## config.mk

```make
export PLATFORM = sky130hd
export DESIGN_NAME = arbitro_rr_4a1_4b
export DESIGN_NICKNAME = d
export VERILOG_FILES = /design/src/rtl/arbitro_rr_4a1_4b.sv
export SDC_FILE = /design/constraint.sdc
export NUM_CORES = 1
export LEC_CHECK = 0
export CAP_MARGIN = 20
export CORE_MARGIN = 3
export CORE_UTILIZATION = 34
export CTS_CLUSTER_SIZE = 24
export DETAILED_ROUTE_END_ITERATION = 8
export PLACE_DENSITY = 0.72
export SETUP_SLACK_MARGIN = 0.02
export SYNTH_ARGS = -nofsm -noshare
export SYNTH_HDL_FRONTEND = slang
export SYNTH_SLANG_ARGS = --single-unit
```

## constraint.sdc

```tcl
create_clock -name clk -period 1.55 [get_ports clk]
set_input_delay 0.155 -clock clk [delete_from_list [all_inputs] [get_ports clk]]
set_output_delay 0.155 -clock clk [all_outputs]
set_load 0.01 [all_outputs]
```

## src/rtl/arbitro_rr_4a1_4b.sv

```systemverilog
// Round-robin 4:1 arbiter/sequencer with registered output and pause handling.
// Optional per-requester grant counters: define ARB_GRANT_COUNT_EN.
module arbitro_rr_4a1_4b #(
    parameter int DATA_WIDTH = 4
`ifdef ARB_GRANT_COUNT_EN
    ,
    parameter int CNT_WIDTH  = 8
`endif
) (
    input  logic                  clk,
    input  logic                  reset_L,
    input  logic                  valid_in0,
    input  logic                  valid_in1,
    input  logic                  valid_in2,
    input  logic                  valid_in3,
    input  logic [DATA_WIDTH-1:0] data_in0,
    input  logic [DATA_WIDTH-1:0] data_in1,
    input  logic [DATA_WIDTH-1:0] data_in2,
    input  logic [DATA_WIDTH-1:0] data_in3,
    input  logic                  pause,
    output logic                  pop0,
    output logic                  pop1,
    output logic                  pop2,
    output logic                  pop3,
    output logic [2:0]            selector,
    output logic [DATA_WIDTH-1:0] data_out,
    output logic                  valid_out,
    output logic [1:0]            state
`ifdef ARB_GRANT_COUNT_EN
    ,
    output logic [CNT_WIDTH-1:0]  grant_cnt0,
    output logic [CNT_WIDTH-1:0]  grant_cnt1,
    output logic [CNT_WIDTH-1:0]  grant_cnt2,
    output logic [CNT_WIDTH-1:0]  grant_cnt3
`endif
);

    typedef enum logic [1:0] {
        INIT   = 2'd0,
        IDLE   = 2'd1,
        ACTIVE = 2'd2,
        PAUSE  = 2'd3
    } state_t;

    state_t                  st_q;
    state_t                  st_d;
    logic [1:0]              last_q;
    logic [3:0]              valid_vec;
    logic [3:0]              pop_vec;
    logic                    any_valid;
    logic                    grant_en;
    logic                    grant;
    logic                    found;
    logic [1:0]              idx;
    logic [1:0]              win;
    logic [DATA_WIDTH-1:0]   win_data;
    logic [2:0]              win_sel;

    assign valid_vec = {valid_in3, valid_in2, valid_in1, valid_in0};
    assign any_valid = |valid_vec;
    assign state     = st_q;

    // Search starts one past the last winner and ends on it.
    always_comb begin
        win   = last_q;
        found = 1'b0;
        idx   = 2'd0;
        for (int k = 1; k <= 4; k++) begin
            idx = last_q + 2'(k);
            if (!found && valid_vec[idx]) begin
                win   = idx;
                found = 1'b1;
            end
        end
    end

    assign grant_en = reset_L && !pause &&
                      (st_q == IDLE || st_q == ACTIVE);
    assign grant    = grant_en && any_valid;
    assign pop_vec  = grant ? (4'b0001 << win) : 4'b0000;

    assign pop0 = pop_vec[0];
    assign pop1 = pop_vec[1];
    assign pop2 = pop_vec[2];
    assign pop3 = pop_vec[3];

    always_comb begin
        win_data = data_in0;
        win_sel  = 3'b000;
        unique case (win)
            2'd0: begin win_data = data_in0; win_sel = 3'b000; end
            2'd1: begin win_data = data_in1; win_sel = 3'b001; end
            2'd2: begin win_data = data_in2; win_sel = 3'b100; end
            2'd3: begin win_data = data_in3; win_sel = 3'b110; end
        endcase
    end

    always_comb begin
        st_d = st_q;
        unique case (st_q)
            INIT:   st_d = IDLE;
            IDLE:   st_d = pause ? PAUSE : (any_valid ? ACTIVE : IDLE);
            ACTIVE: st_d = pause ? PAUSE : (any_valid ? ACTIVE : IDLE);
            PAUSE:  st_d = pause ? PAUSE : IDLE;
        endcase
    end

    always_ff @(posedge clk) begin
        if (!reset_L) begin
            st_q      <= INIT;
            last_q    <= 2'd3;
            data_out  <= '0;
            valid_out <= 1'b0;
            selector  <= 3'b000;
        end else begin
            st_q      <= st_d;
            valid_out <= grant;
            if (grant) begin
                last_q   <= win;
                data_out <= win_data;
                selector <= win_sel;
            end
        end
    end

`ifdef ARB_GRANT_COUNT_EN
    always_ff @(posedge clk) begin
        if (!reset_L) begin
            grant_cnt0 <= '0;
            grant_cnt1 <= '0;
            grant_cnt2 <= '0;
            grant_cnt3 <= '0;
        end else begin
            if (pop_vec[0]) grant_cnt0 <= grant_cnt0 + 1'b1;
            if (pop_vec[1]) grant_cnt1 <= grant_cnt1 + 1'b1;
            if (pop_vec[2]) grant_cnt2 <= grant_cnt2 + 1'b1;
            if (pop_vec[3]) grant_cnt3 <= grant_cnt3 + 1'b1;
        end
    end
`endif

endmodule

```

== Yosys cells after proc, flatten, opt, wreduce, memory -nomap -nowiden ==
Cells that the tools add are included.
Cells by class
  bitwise gates (word level): 0
  shifts and indexed selects: 1
  eq/ne operators: 6
  magnitude comparators: 4
  divide/modulo/power cells: 0
  reductions and logical operators: 15
  multiply operators: 0
  multiplexer cells: 22
  add/sub/neg operators: 3
Operator list (count)
  4-bit one-hot mux with 4 select lines: 1
  2-bit 2-to-1 mux: 7
  2-bit by 3-bit less-than comparator with 1-bit output, second input constant: 4
  3-bit one-hot mux with 4 select lines: 1
  1-bit binary-select mux with 2-bit select: 4
  2-bit equality test, second input constant: 4
  1-bit 2-to-1 mux: 7
  1-bit logical AND: 6
  2-bit one-hot mux with 3 select lines: 1
  2-bit adder, second input constant: 2
  2-bit by 1-bit equality test with 1-bit output, second input constant: 2
  1-bit logical NOT: 4
  2-bit logical NOT: 2
  4-bit 2-to-1 mux: 1
  4-bit OR reduction: 1
  1-bit by 2-bit << shifter with 4-bit output, first input constant: 1
  2-bit by 1-bit adder with 2-bit output, second input constant: 1
  2-bit OR reduction: 1
  1-bit logical OR: 1
Word-level totals
  output and inout port bits: 14
  bits in latches: 0
  memory bits (read-only): 0
  flip-flop bits (word level): 12
  logic and storage cells: 56
  bits of input ports: 23
  memories: 0
  memory bits (writable): 0

== Logic depth before layout (Yosys ltp) ==
  depth after elaboration: 15
  depth in mapped cells: 7
  mapped depth without buffers: 6

== Worst setup path after synthesis ==
Ideal clock, no wire load.
  path type: register to output
  start: reg st_q[0] (netlist: state[0])
  end: out pop0
  data arrival time: 1.468 ns
  path slack: -0.073 ns
  stages on the path, launching flop included: 7
  required time: 1.395 ns
  path buffers: 1
  cell sequence: dfxtp_1 inv_1 ha_1 nand3_1 or3_1 buf_2 nor2_1
On the way
  cells in the longest elaborated chain, start to end: 5
Ends and longest elaborated chain
  start, declared: RTL line 45  | state_t st_q;
  start signal, assigned: RTL line 116  | st_q <= st_d;
  2-bit by 1-bit equality test with 1-bit output / 2-bit equality test (equally long branches): RTL line 78  | (st_q == IDLE || st_q == ACTIVE);
  1-bit logical OR (*): RTL line 78
  1-bit logical AND (*): RTL line 77  | assign grant_en = reset_L && !pause &&
  1-bit logical AND (*): RTL line 79  | assign grant = grant_en && any_valid;
  4-bit 2-to-1 mux (*): RTL line 80  | assign pop_vec = grant ? (4'b0001 << win) : 4'b0000;
  end, declared: RTL line 21  | output logic pop0,
Every way passes the cells marked *; elsewhere a longest branch is shown, timed or not.

== Worst setup path in the final report ==
  start: reg st_q[0] (netlist: state[0])
  end: out pop1
On the way
  cells in the longest elaborated chain, start to end: 5
Ends and longest elaborated chain
  2-bit by 1-bit equality test with 1-bit output / 2-bit equality test (equally long branches): RTL line 78
  1-bit logical OR (*): RTL line 78
  1-bit logical AND (*): RTL line 77
  1-bit logical AND (*): RTL line 79
  4-bit 2-to-1 mux (*): RTL line 80
  end, declared: RTL line 22  | output logic pop1,
Marked as above.

==> results.yml <==
status:
  status: "finished, violations left"
  violations: "setup timing"
synthesis:
  synthCells: 80
  ys_seq_area_frac: 0.342
  synth_compound_area_frac: 0.155
  syn_area_um2: 703
  ys.warnings.count: 0
  synthesis.nets: 105
  synthAdderAreaFrac: 0.0356
  ys_ff_latch: 12
  synth_area_per_cell_um2: 8.79
  synth.area.mux_share: 0.128
  synth_top_family_by_area: "simple AND/OR/NAND/NOR gates"
  yosys.area_share.xor_xnor: 0
  yosys.area_share.simple: 0.246
  synth.distinct_cells: 30
placement:
  io_buffers: 36
  gp_congestion: 0.806
  dp_slack_ns: -0.678
  place_area_mm2: 0.00119
  hpwl_um: 1740
global_routing:
  grt_pass1_wl_um: 3790
  grt_pass1_vias: 856
  track_usage: 0.193
  antenna_found_initial: 0
  grt_overflow: 0
  grt_start_max_net_pins: 9
final_layout:
  design_area_mm2: 0.00138
  drive_gt1_frac: 0.433
  num_antenna_cells: 0
  nNetsFinal: 168
  areaGrowthSynthToFinish_pct: 96.6
  final_core_util: 0.752
routing:
  dr_total_vias: 847
  wl_met2_um: 1310
  wl_per_cell_um: 15.3
  wl_um: 2530
  dr.pass1.iters: 4
  dr_wl_met3_um: 120
  ant_nets: 0
  wl_met1_um: 1070
  vias_per_cell: 5.10
  drcViolationCount: 0
  routed.top_layer: "met4"
  drt_iter0_drc: 26
worst_setup_path:
  r2r_end: "selector[0]$_SDFFE_PN0P_"
  worstPathRequired_ns: 1.39
  max_stage_delay_ns: 0.37
  crit_path_end_kind: "output port"
  rrSetupSlack_ns: -0.15
  start_kind: "flip-flop"
  cp_max_fo: 4
  r2r_cells: 7
  cp.arrival_ns: 1.62
  r2r-start: "last_q[0]$_SDFFE_PN1P_"
  critPathKind: "flip-flop to output port"
  path_cells: "inv_2, ha_4, nand3_4, or3_4, nor2_2, buf_2"
  crit_slowest_cell: "or3_4"
clocking:
  h-tree-depth: 1
  clock_latency_ns: 0.27
  cts.clk_slew.worst_paths_ns: 0.07
  cts_buffers: 3
  cts-root-buf: "clkbuf_4"
  clockBufferDepth: 2
  clock_sinks: 12
  cts_tree: "done"
min_path:
  min_path_type: "flip-flop to flip-flop"
  hold_end: "selector[2]$_SDFFE_PN0P_"
  min-delay-start: "selector[2]$_SDFFE_PN0P_"
  holdPathStages: 2
floorplan:
  io_pins: 37
  core_area_mm2: 0.00184
  die_h_um: 51.5
  die_area_mm2: 0.00265
  fp-row-count: 15
  die_w_um: 51.5
  initial_core_util: 0.382
sta:
  rsz0062_at_grt: "yes"
  tns_ns: -1.12
  clock_skew_ns: 0.00310
  tightestPinTransition_ns: 0.353
  hold_ws_ns: 0.459
  fin_crit_ns: 1.77
  slew_viol_final: 0
  finalHoldViolations: 0
  fmax_mhz: 564
  maxSlewHeadroom: 0.764
  fin_crit_sh: 1.14
  setup_viol_count_final: 9
  layout_setup_ws_ns: -0.223
pwr:
  p_leak_nw: 0.589
  ir_drop_mv: 0.569
  powerDensity_mw_per_mm2: 783
flow_run:
  cap_violations: 0
-- metal layers --
metal / vias up / track usage
li1: 408 / -
met1: 401 / 0.242
met2: 31 / 0.331
met3: 7 / 0.0321
met4: 0 / 0.0699
met5: - / 0
-- cell usage in the layout (no fill, tap or decap), types with 3 or more instances in the layout --
cell type        synthesis  layout
nand3_1                  6       5
mux2i_1                  9       6
buf_2                    1       3
dfxtp_1                 12       8
nor2_2                   0       3
a21oi_1                  3       3
inv_2                    0       3
o221ai_1                 4       3
buf_6                    2       7
nand2_1                  8       7
clkdlybuf4s50_1          0      28
dlygate4sd2_1            0       4
buf_4                    0      20
clkbuf_4                 0       3
nor2_1                   7       3
-- final cells by class --
cell class | count | area, µm²
tap | 25 | 31.3
multi-input combinational | 58 | 485
inverter | 5 | 18.8
clock buffer | 3 | 22.5
sequential | 12 | 250
timing repair buffer | 63 | 574
fill | 140 | 457
-- state kept, by name, indices dropped and copies added, names as in the netlist --
name and count:
data_out 4, last_q 2, selector 3, state 2
valid_out 1
-- worst max-delay path by stage --
stage	start	endpoint	slack, ns	cells past startpoint
after global placement	valid_in1	pop1	-0.65	6
after floorplan	state[0]$_SDFF_PN0_	pop0	0.01	6
after detailed placement	valid_in3	pop0	-0.68	6
final	state[0]$_SDFF_PN0_	pop1	-0.22	6
after CTS	state[0]$_SDFF_PN0_	pop1	-0.24	6
after global routing	state[0]$_SDFF_PN0_	pop1	-0.28	6
-- stage by stage --
stage	power, mW	instances
final	1.08	166
after global routing	1.15	166
after CTS	1.04	164
after detailed placement	0.755	154
after global placement	0.745	154
after floorplan	0.565	80
-- where the power goes --
part | switching [mW] | internal [mW] | total, mW
clock | 0.103 | 0.0898 | 0.192
combinational | 0.212 | 0.307 | 0.519
sequential | 0.0273 | 0.344 | 0.371
-- what timing repair did --
action                     CTS  global route
hold endpoints to repair     0             0
resized for setup           44             9
setup endpoints to repair   12            12
buffers inserted             7             2
hold buffers                 0             0
pin swaps                   14            11
-- critical path, delay by kind of cell (launching register included) --
| family | cells | cell delay, ns |
|---|---|---|
| adder cells (fa/ha/maj) | 1 | 0.27 |
| AND/OR/NAND/NOR | 3 | 0.56 |
| flip-flops | 1 | 0.34 |
| buffers and inverters | 2 | 0.17 |
-- synth_stat cells (all sizes together) --
library cell | number | area share
dfxtp | 12 | 0.34
mux2i | 9 | 0.13
nand2 | 8 | 0.043
nor2 | 7 | 0.037
nand3 | 6 | 0.043
inv | 5 | 0.027
a21oi | 4 | 0.034
buf | 4 | 0.060
o221ai | 4 | 0.050
ha | 2 | 0.036
nor3 | 2 | 0.030
o21ai | 2 | 0.014
or3 | 2 | 0.018
a211oi | 1 | 0.011
a21bo | 1 | 0.014
a21o | 1 | 0.012
a31oi | 1 | 0.0089
and2 | 1 | 0.0089
clkbuf | 1 | 0.0071
nand2b | 1 | 0.0089
nand3b | 1 | 0.011
nand4 | 1 | 0.0089
nor3b | 1 | 0.011
o211ai | 1 | 0.011
or2b | 1 | 0.011
or4 | 1 | 0.016
-- kinds of logic (layout without fill, tap and decap cells) --
logic type	Yosys count	after routing
AO/OA/AOI/OAI	15	15
multiplexers	9	9
adder cells (fa/ha/maj)	2	2
flip-flops	12	12
AND/OR/NAND/NOR	32	32
buffers and inverters	10	71
(Power assumes the default switching activity.)
